==> src/rtl/cv32e40s_pkg.sv <==
// Shared types for the instruction-fetch path: fetch source identifiers and
// the upper bound on outstanding fetch transactions.
package cv32e40s_pkg;

    typedef enum logic {
        IFETCH_SRC_R0 = 1'b0,
        IFETCH_SRC_R1 = 1'b1
    } ifetch_src_e;

    localparam int unsigned IFETCH_MAX_OUTSTANDING_MAX = 4;

endpackage

==> src/rtl/cv32e40s_ifetch_src_fifo.sv <==
// In-order FIFO of fetch source IDs; its occupancy doubles as the count of
// accepted-but-unanswered instruction transactions.
module cv32e40s_ifetch_src_fifo
    import cv32e40s_pkg::*;
#(
    parameter  int unsigned DEPTH = 2,
    localparam int unsigned CNT_W = $clog2(DEPTH + 1)
) (
    input  logic             clk,
    input  logic             rst,
    input  logic             push_i,
    input  ifetch_src_e      push_src_i,
    input  logic             pop_i,
    output ifetch_src_e      head_o,
    output logic             empty_o,
    output logic             full_o,
    output logic [CNT_W-1:0] count_o
);

    localparam int unsigned PTR_W = (DEPTH > 1) ? $clog2(DEPTH) : 1;

    logic [PTR_W-1:0] wr_ptr_q, wr_ptr_d;
    logic [PTR_W-1:0] rd_ptr_q, rd_ptr_d;
    logic [CNT_W-1:0] count_q, count_d;
    ifetch_src_e      mem_q [DEPTH];
    ifetch_src_e      mem_d [DEPTH];
    logic             push_ok;
    logic             pop_ok;

    // Pointers wrap modulo DEPTH so non-power-of-two depths work too.
    function automatic logic [PTR_W-1:0] ptr_inc(input logic [PTR_W-1:0] p);
        return (p == PTR_W'(DEPTH - 1)) ? '0 : p + PTR_W'(1);
    endfunction

    assign empty_o = (count_q == '0);
    assign full_o  = (count_q == CNT_W'(DEPTH));
    assign count_o = count_q;
    assign head_o  = mem_q[rd_ptr_q];

    always_comb begin
        push_ok  = push_i & (~full_o | pop_i);
        pop_ok   = pop_i & ~empty_o;
        wr_ptr_d = push_ok ? ptr_inc(wr_ptr_q) : wr_ptr_q;
        rd_ptr_d = pop_ok  ? ptr_inc(rd_ptr_q) : rd_ptr_q;
        count_d  = count_q + CNT_W'(push_ok) - CNT_W'(pop_ok);
        mem_d    = mem_q;
        if (push_ok) begin
            mem_d[wr_ptr_q] = push_src_i;
        end
    end

    always_ff @(posedge clk or posedge rst) begin
        if (rst) begin
            wr_ptr_q <= '0;
            rd_ptr_q <= '0;
            count_q  <= '0;
        end else begin
            wr_ptr_q <= wr_ptr_d;
            rd_ptr_q <= rd_ptr_d;
            count_q  <= count_d;
        end
    end

    // Entries are only read when valid, so storage needs no reset.
    always_ff @(posedge clk) begin
        mem_q <= mem_d;
    end

endmodule

==> src/rtl/cv32e40s_ifetch_arbiter.sv <==
// Shares the instruction OBI transaction channel between the prefetcher (R0)
// and the auxiliary pointer fetch (R1), routing in-order responses back.
module cv32e40s_ifetch_arbiter
    import cv32e40s_pkg::*;
#(
    parameter int unsigned MAX_OUTSTANDING = 2,
    parameter int unsigned STARVE_LIMIT    = 4
) (
    input  logic        clk,
    input  logic        rst,
    input  logic        r0_trans_valid_i,
    output logic        r0_trans_ready_o,
    input  logic [31:0] r0_trans_addr_i,
    input  logic        r1_trans_valid_i,
    output logic        r1_trans_ready_o,
    input  logic [31:0] r1_trans_addr_i,
    output logic        trans_valid_o,
    input  logic        trans_ready_i,
    output logic [31:0] trans_addr_o,
    input  logic        resp_valid_i,
    output logic        r0_resp_valid_o,
    output logic        r1_resp_valid_o,
    output logic [2:0]  outstanding_o,
    output logic        busy_o,
    output logic        protocol_err_o
);

    localparam int unsigned CNT_W    = $clog2(MAX_OUTSTANDING + 1);
    localparam int unsigned STARVE_W = $clog2(STARVE_LIMIT + 1);
    localparam logic [STARVE_W-1:0] STARVE_SAT = STARVE_W'(STARVE_LIMIT);

    if (MAX_OUTSTANDING < 1 || MAX_OUTSTANDING > IFETCH_MAX_OUTSTANDING_MAX
        || STARVE_LIMIT < 1) begin : g_bad_param
        $error("cv32e40s_ifetch_arbiter: illegal parameter value");
    end

    logic                lock_q, lock_d;
    ifetch_src_e         lock_src_q, lock_src_d;
    logic [31:0]         lock_addr_q, lock_addr_d;
    logic [STARVE_W-1:0] starve_cnt_q, starve_cnt_d;

    logic                lock_hold;
    ifetch_src_e         gnt_src;
    logic                gnt_req;
    logic                accept;
    logic                fifo_pop;
    logic                fifo_empty;
    logic                fifo_full;
    ifetch_src_e         fifo_head;
    logic [CNT_W-1:0]    fifo_count;

    always_comb begin
        lock_hold = lock_q & ((lock_src_q == IFETCH_SRC_R0) ? r0_trans_valid_i
                                                            : r1_trans_valid_i);
        gnt_req   = r0_trans_valid_i | r1_trans_valid_i;
        gnt_src   = IFETCH_SRC_R0;
        if (lock_hold) begin
            gnt_src = lock_src_q;
        end else if (r1_trans_valid_i && (!r0_trans_valid_i || starve_cnt_q == STARVE_SAT)) begin
            gnt_src = IFETCH_SRC_R1;
        end

        trans_valid_o = gnt_req & ~fifo_full;
        trans_addr_o  = '0;
        if (trans_valid_o) begin
            if (lock_hold) begin
                trans_addr_o = lock_addr_q;
            end else begin
                trans_addr_o = (gnt_src == IFETCH_SRC_R1) ? r1_trans_addr_i : r0_trans_addr_i;
            end
        end

        accept           = trans_valid_o & trans_ready_i;
        r0_trans_ready_o = accept & (gnt_src == IFETCH_SRC_R0);
        r1_trans_ready_o = accept & (gnt_src == IFETCH_SRC_R1);

        // A stalled request must be re-presented unchanged on the next cycle.
        lock_d      = trans_valid_o & ~trans_ready_i;
        lock_src_d  = gnt_src;
        lock_addr_d = trans_addr_o;

        starve_cnt_d = starve_cnt_q;
        if (!r1_trans_valid_i || r1_trans_ready_o) begin
            starve_cnt_d = '0;
        end else if (r0_trans_ready_o && starve_cnt_q != STARVE_SAT) begin
            starve_cnt_d = starve_cnt_q + STARVE_W'(1);
        end
    end

    always_ff @(posedge clk or posedge rst) begin
        if (rst) begin
            lock_q       <= 1'b0;
            lock_src_q   <= IFETCH_SRC_R0;
            starve_cnt_q <= '0;
        end else begin
            lock_q       <= lock_d;
            lock_src_q   <= lock_src_d;
            starve_cnt_q <= starve_cnt_d;
        end
    end

    // Only consulted while lock_q is set, so no reset required.
    always_ff @(posedge clk) begin
        lock_addr_q <= lock_addr_d;
    end

    // A response with nothing outstanding is an error and must not disturb the FIFO.
    assign fifo_pop        = resp_valid_i & ~fifo_empty;
    assign protocol_err_o  = resp_valid_i & fifo_empty;
    assign r0_resp_valid_o = fifo_pop & (fifo_head == IFETCH_SRC_R0);
    assign r1_resp_valid_o = fifo_pop & (fifo_head == IFETCH_SRC_R1);
    assign outstanding_o   = 3'(fifo_count);
    assign busy_o          = ~fifo_empty;

    cv32e40s_ifetch_src_fifo #(
        .DEPTH (MAX_OUTSTANDING)
    ) u_src_fifo (
        .clk        (clk),
        .rst        (rst),
        .push_i     (accept),
        .push_src_i (gnt_src),
        .pop_i      (fifo_pop),
        .head_o     (fifo_head),
        .empty_o    (fifo_empty),
        .full_o     (fifo_full),
        .count_o    (fifo_count)
    );

endmodule
==> config.mk <==
export PLATFORM = sky130hd
export DESIGN_NAME = cv32e40s_ifetch_arbiter
export DESIGN_NICKNAME = d
export VERILOG_FILES = /design/src/rtl/cv32e40s_pkg.sv /design/src/rtl/cv32e40s_ifetch_src_fifo.sv /design/src/rtl/cv32e40s_ifetch_arbiter.sv
export SDC_FILE = /design/constraint.sdc
export NUM_CORES = 1
export LEC_CHECK = 0
export CAP_MARGIN = 20
export CORE_ASPECT_RATIO = 0.9
export CORE_MARGIN = 1.5
export CORE_UTILIZATION = 56
export DETAILED_ROUTE_END_ITERATION = 8
export DONT_BUFFER_PORTS = 1
export MAX_ROUTING_LAYER = met4
export PLACE_DENSITY = 0.74
export SYNTH_ARGS = -nofsm -noshare
export SYNTH_HDL_FRONTEND = slang
export SYNTH_SLANG_ARGS = --single-unit
==> constraint.sdc <==
create_clock -name clk -period 1.8 [get_ports clk]
set_clock_uncertainty 0.15 [all_clocks]
set_input_delay 0.27 -clock clk [delete_from_list [all_inputs] [get_ports clk]]
set_output_delay 0.27 -clock clk [all_outputs]
set_load 0.02 [all_outputs]
==> summary.txt <==
Layout
  • Fin cells: ~280
  • Area Overhead vs Synth: 48.43%
  • Final nets: approximately 310
  • Fraction of layout cells with a size suffix above 1: 50.64%
  • Most common cell after layout, fill and taps aside: nand2_1
  • Fillers: between 150 and 200
  • Most frequent cells in the layout: nand2_1 (34), dfxtp_1 (32), o21ai_4 (20), buf_4 (19), mux2i_4 (15)
  • Post-route cell area: just under 3000 µm²
  • ANT cells: 0

Timing
  • Worst hold slack: ~110 ps
  • Final Cycle Share: 134.4%
  • Setup ws final: -619.9 ps
  • Fin. Hold Viols: 0
  • Final setup viols: between 70 and 80
  • Max Freq: 413.2 MHz
  • Max-slew violation count: 0
  • Min Clock Period, post-route: between 2000 and 2500 ps
  • RSZ-0062 raised after global routing: yes

Clock network
  • Reg clk slew, reported paths: ~80 ps
  • CTS tree: built
  • H-tree depth: 2
  • CTS root buffer: clkbuf_8
  • CTS Sinks: 43
  • CTS Buf Count: 5
  • Worst-Skew Late Latency: 290 ps
  • Clk buf depth: 2

GRT
  • GRT Total Usage: about 27%
  • Pin count of the biggest net entering global routing: 18
  • Global-route wire length before repair: approximately 7.5 mm
  • Antenna violations before repair: 0
  • Vias in the first global route: between 1,500 and 2,000
  • Grt ovf: 0

Critical path
  • Worst Setup Start Kind: register
  • Slowest-stage cell, CP: dfrtp_1
  • CP max stage delay: between 300 and 400 ps
  • Kind of critical path: register to output pin
  • CP Cell Sequence: inv_2 -> ha_4 -> and3b_1 -> o21ai_4 -> buf_4 -> clkbuf_16 -> mux2i_1 -> o21ai_2
  • Critical path arrival: approximately 2000 ps
  • Worst Setup End Kind: output pin
  • CP Max Fanout: 5
  • Critical Path RT: between 1000 and 1500 ps

Detailed routing
  • Residual DRC: 0
  • Final ANT Viol Nets: 0
  • Drt first pass iters: 4
  • Via-per-instance ratio: a little under 6
  • Vias: about 1,600
  • Number of DRC markers in iteration 0: 69
  • Wirelength per Cell: 20.39 µm
  • WL final: about 5.6 mm

Place
  • Port-buffer cells: 0
  • Dpl ws: -224.3 ps
  • Placed inst area: approximately 2300 µm²
  • Final GP Congestion: about 0.77
  • Placed Cells: ~260
  • Final HPWL DP: ~3.3 mm

Synth
  • Sequential fraction of the synthesis area: a little under half
  • Synthesized flop and latch total: 43
  • Post-Syn Nets: 280
  • Syn Area/Cell: about 9.7 µm²
  • Mapped Cells: 206
  • Netlist cell types: 36
  • Synthesis Warnings: 0
  • Post-Syn Area: 1992 µm²

Power
  • Sw frac: around two fifths
  • Gate power share: about half
  • Clock power frac: 16.2%
  • Reg power frac: 34.3%
  • P_leak: 0.001154 µW
  • Switch Pwr: ~1700 µW
  • Design Power: between 4000 and 5000 µW
  • P_int: ~2400 µW
  • PwrDens: between 1000 and 1500 nW/µm²
  • Max VDD drop: about 830 µV

Die
  • # IOs: between 100 and 150
  • Die Wd: 65.87 µm
  • Row count: 20
  • Full die area: between 3000 and 4000 µm²
  • CORE AREA: about 3400 µm²
  • Starting Density: 58.96%
  • Chip height: around 60 µm

Run status
  • Failing checks: negative setup slack
  • Outcome: finished, violations left

Flow run
  • Max Cap Viol: 0

Worst hold path
  • Hold Path Class: input port to register
## layout make-up
cell class	count	area (µm²)	share of cell area, %
inverters	9	33.78	1.143
repair buffers	31	340.3	11.51
well taps	44	55.05	1.862
flip-flops and latches	43	928.4	31.40
clock buffers	8	100.1	3.386
multi-input cells	142	1499	50.70
## registers in the layout (all words and copies together) (netlist names)
register and count:
u_src_fifo.count_o 2, starve_cnt_q 3, lock_addr_q 32, u_src_fifo.rd_ptr_q 1, lock_src_q 1, u_src_fifo.wr_ptr_q 1
lock_q 1, u_src_fifo.mem_q 2
## final timing paths
kind                                startpoint                    end  slack [ps]  cells past startpoint
min                               resp_valid_i    u_src_fifo.rd_ptr_q         110                      3
max in group asynchronous                  rst  u_src_fifo.count_o[0]         990                      2
min reg2reg                u_src_fifo.wr_ptr_q    u_src_fifo.wr_ptr_q         350                      1
min in group asynchronous                  rst        starve_cnt_q[2]         230                      2
max reg2reg                    starve_cnt_q[1]    u_src_fifo.mem_q[1]        -210                      9
max                            starve_cnt_q[1]       trans_addr_o[17]        -620                      8
## timing repair
action,4_1_cts,5_1_grt
cloned,1,1
resized for setup,37,41
hold buffers,3,0
buffers inserted,6,3
pin swaps,11,12
endpoints found under the setup margin,69,76
endpoints found under the hold margin,13,0
## metal layers
| metal | up-vias | share of wire (%) | GRT usage (%) |
|---|---|---|---|
| met5 | - | 0 | - |
| li1 | 750 | - | - |
| met2 | 90 | 57 | 51.95 |
| met4 | 0 | 2.7 | 9.821 |
| met3 | 15 | 7.8 | 6.654 |
| met1 | 764 | 32 | 25.69 |
## cell usage after synthesis
cell | instances | area, µm²
clkbuf_1 | 2 | 7.510
clkbuf_2 | 1 | 5.000
a21bo_1 | 1 | 10.01
and3_1 | 1 | 6.260
mux2_2 | 1 | 11.26
nand4_1 | 2 | 12.51
buf_4 | 1 | 7.510
o21ai_1 | 25 | 125.1
buf_2 | 4 | 20.02
a21oi_1 | 2 | 10.01
dfxtp_1 | 32 | 640.6
and2_1 | 1 | 6.260
nand2_1 | 36 | 135.1
conb_1 | 1 | 3.750
ha_1 | 4 | 50.05
nor3b_2 | 1 | 12.51
and3_2 | 1 | 7.510
o21ai_0 | 9 | 45.04
inv_1 | 9 | 33.78
or2_2 | 2 | 12.51
buf_12 | 3 | 60.06
xnor2_1 | 4 | 35.03
nand3_2 | 1 | 10.01
mux2i_1 | 33 | 330.3
a21oi_2 | 1 | 8.760
a21boi_1 | 2 | 15.01
nor2_1 | 7 | 26.28
o21ai_2 | 1 | 8.760
and3b_1 | 1 | 8.760
edfxtp_1 | 2 | 60.06
nand3b_1 | 1 | 7.510
nor3_1 | 2 | 10.01
dfrtp_1 | 9 | 225.2
buf_6 | 1 | 11.26
nor2b_1 | 1 | 6.260
nand2b_1 | 1 | 6.260
## worst max-delay path, delay by kind of cell (launching register included)
| kind | cells | cell delay (ps) |
|---|---|---|
| AOI/OAI and AO/OA | 2 | 480 |
| adders and majority gates | 1 | 160 |
| buffers and inverters | 3 | 410 |
| DFF | 1 | 380 |
| muxes | 1 | 90 |
| and+or+nand+nor | 1 | 180 |
## kinds of logic (layout without fill, tap and decap cells)
kind of cell             after synthesis  count (layout)  synth area share (%)
AND/OR/NAND/NOR                       58              58                 13.44
multiplexers                          34              34                 17.15
AO/OA/AOI/OAI                         41              41                 11.18
adder cells (fa/ha/maj)                4               4                 2.513
flip-flops                            43              43                 46.48
buffers and inverters                 21              48                 7.286
XOR/XNOR                               4               4                 1.759
other                                  1               1                0.1883
## power groups by stage
stage	Clock, µW	Sequential (µW)	Combinational, µW
after detailed placement	0	1420	1600
final	665	1400	2030
after CTS	666	1400	1790
after global placement	0	1400	1550
after floorplan	0	1420	1210
after global routing	719	1430	2140
## through the flow
step	setup TNS, ps	utilization (%)
after floorplan	-3690	-
after global placement	-4651	68.56
after detailed placement	-7953	68.56
after CTS	-18080	80.07
after global routing	-26290	87.52
final	-22600	87.52
Power figures use the tool's default switching activity.
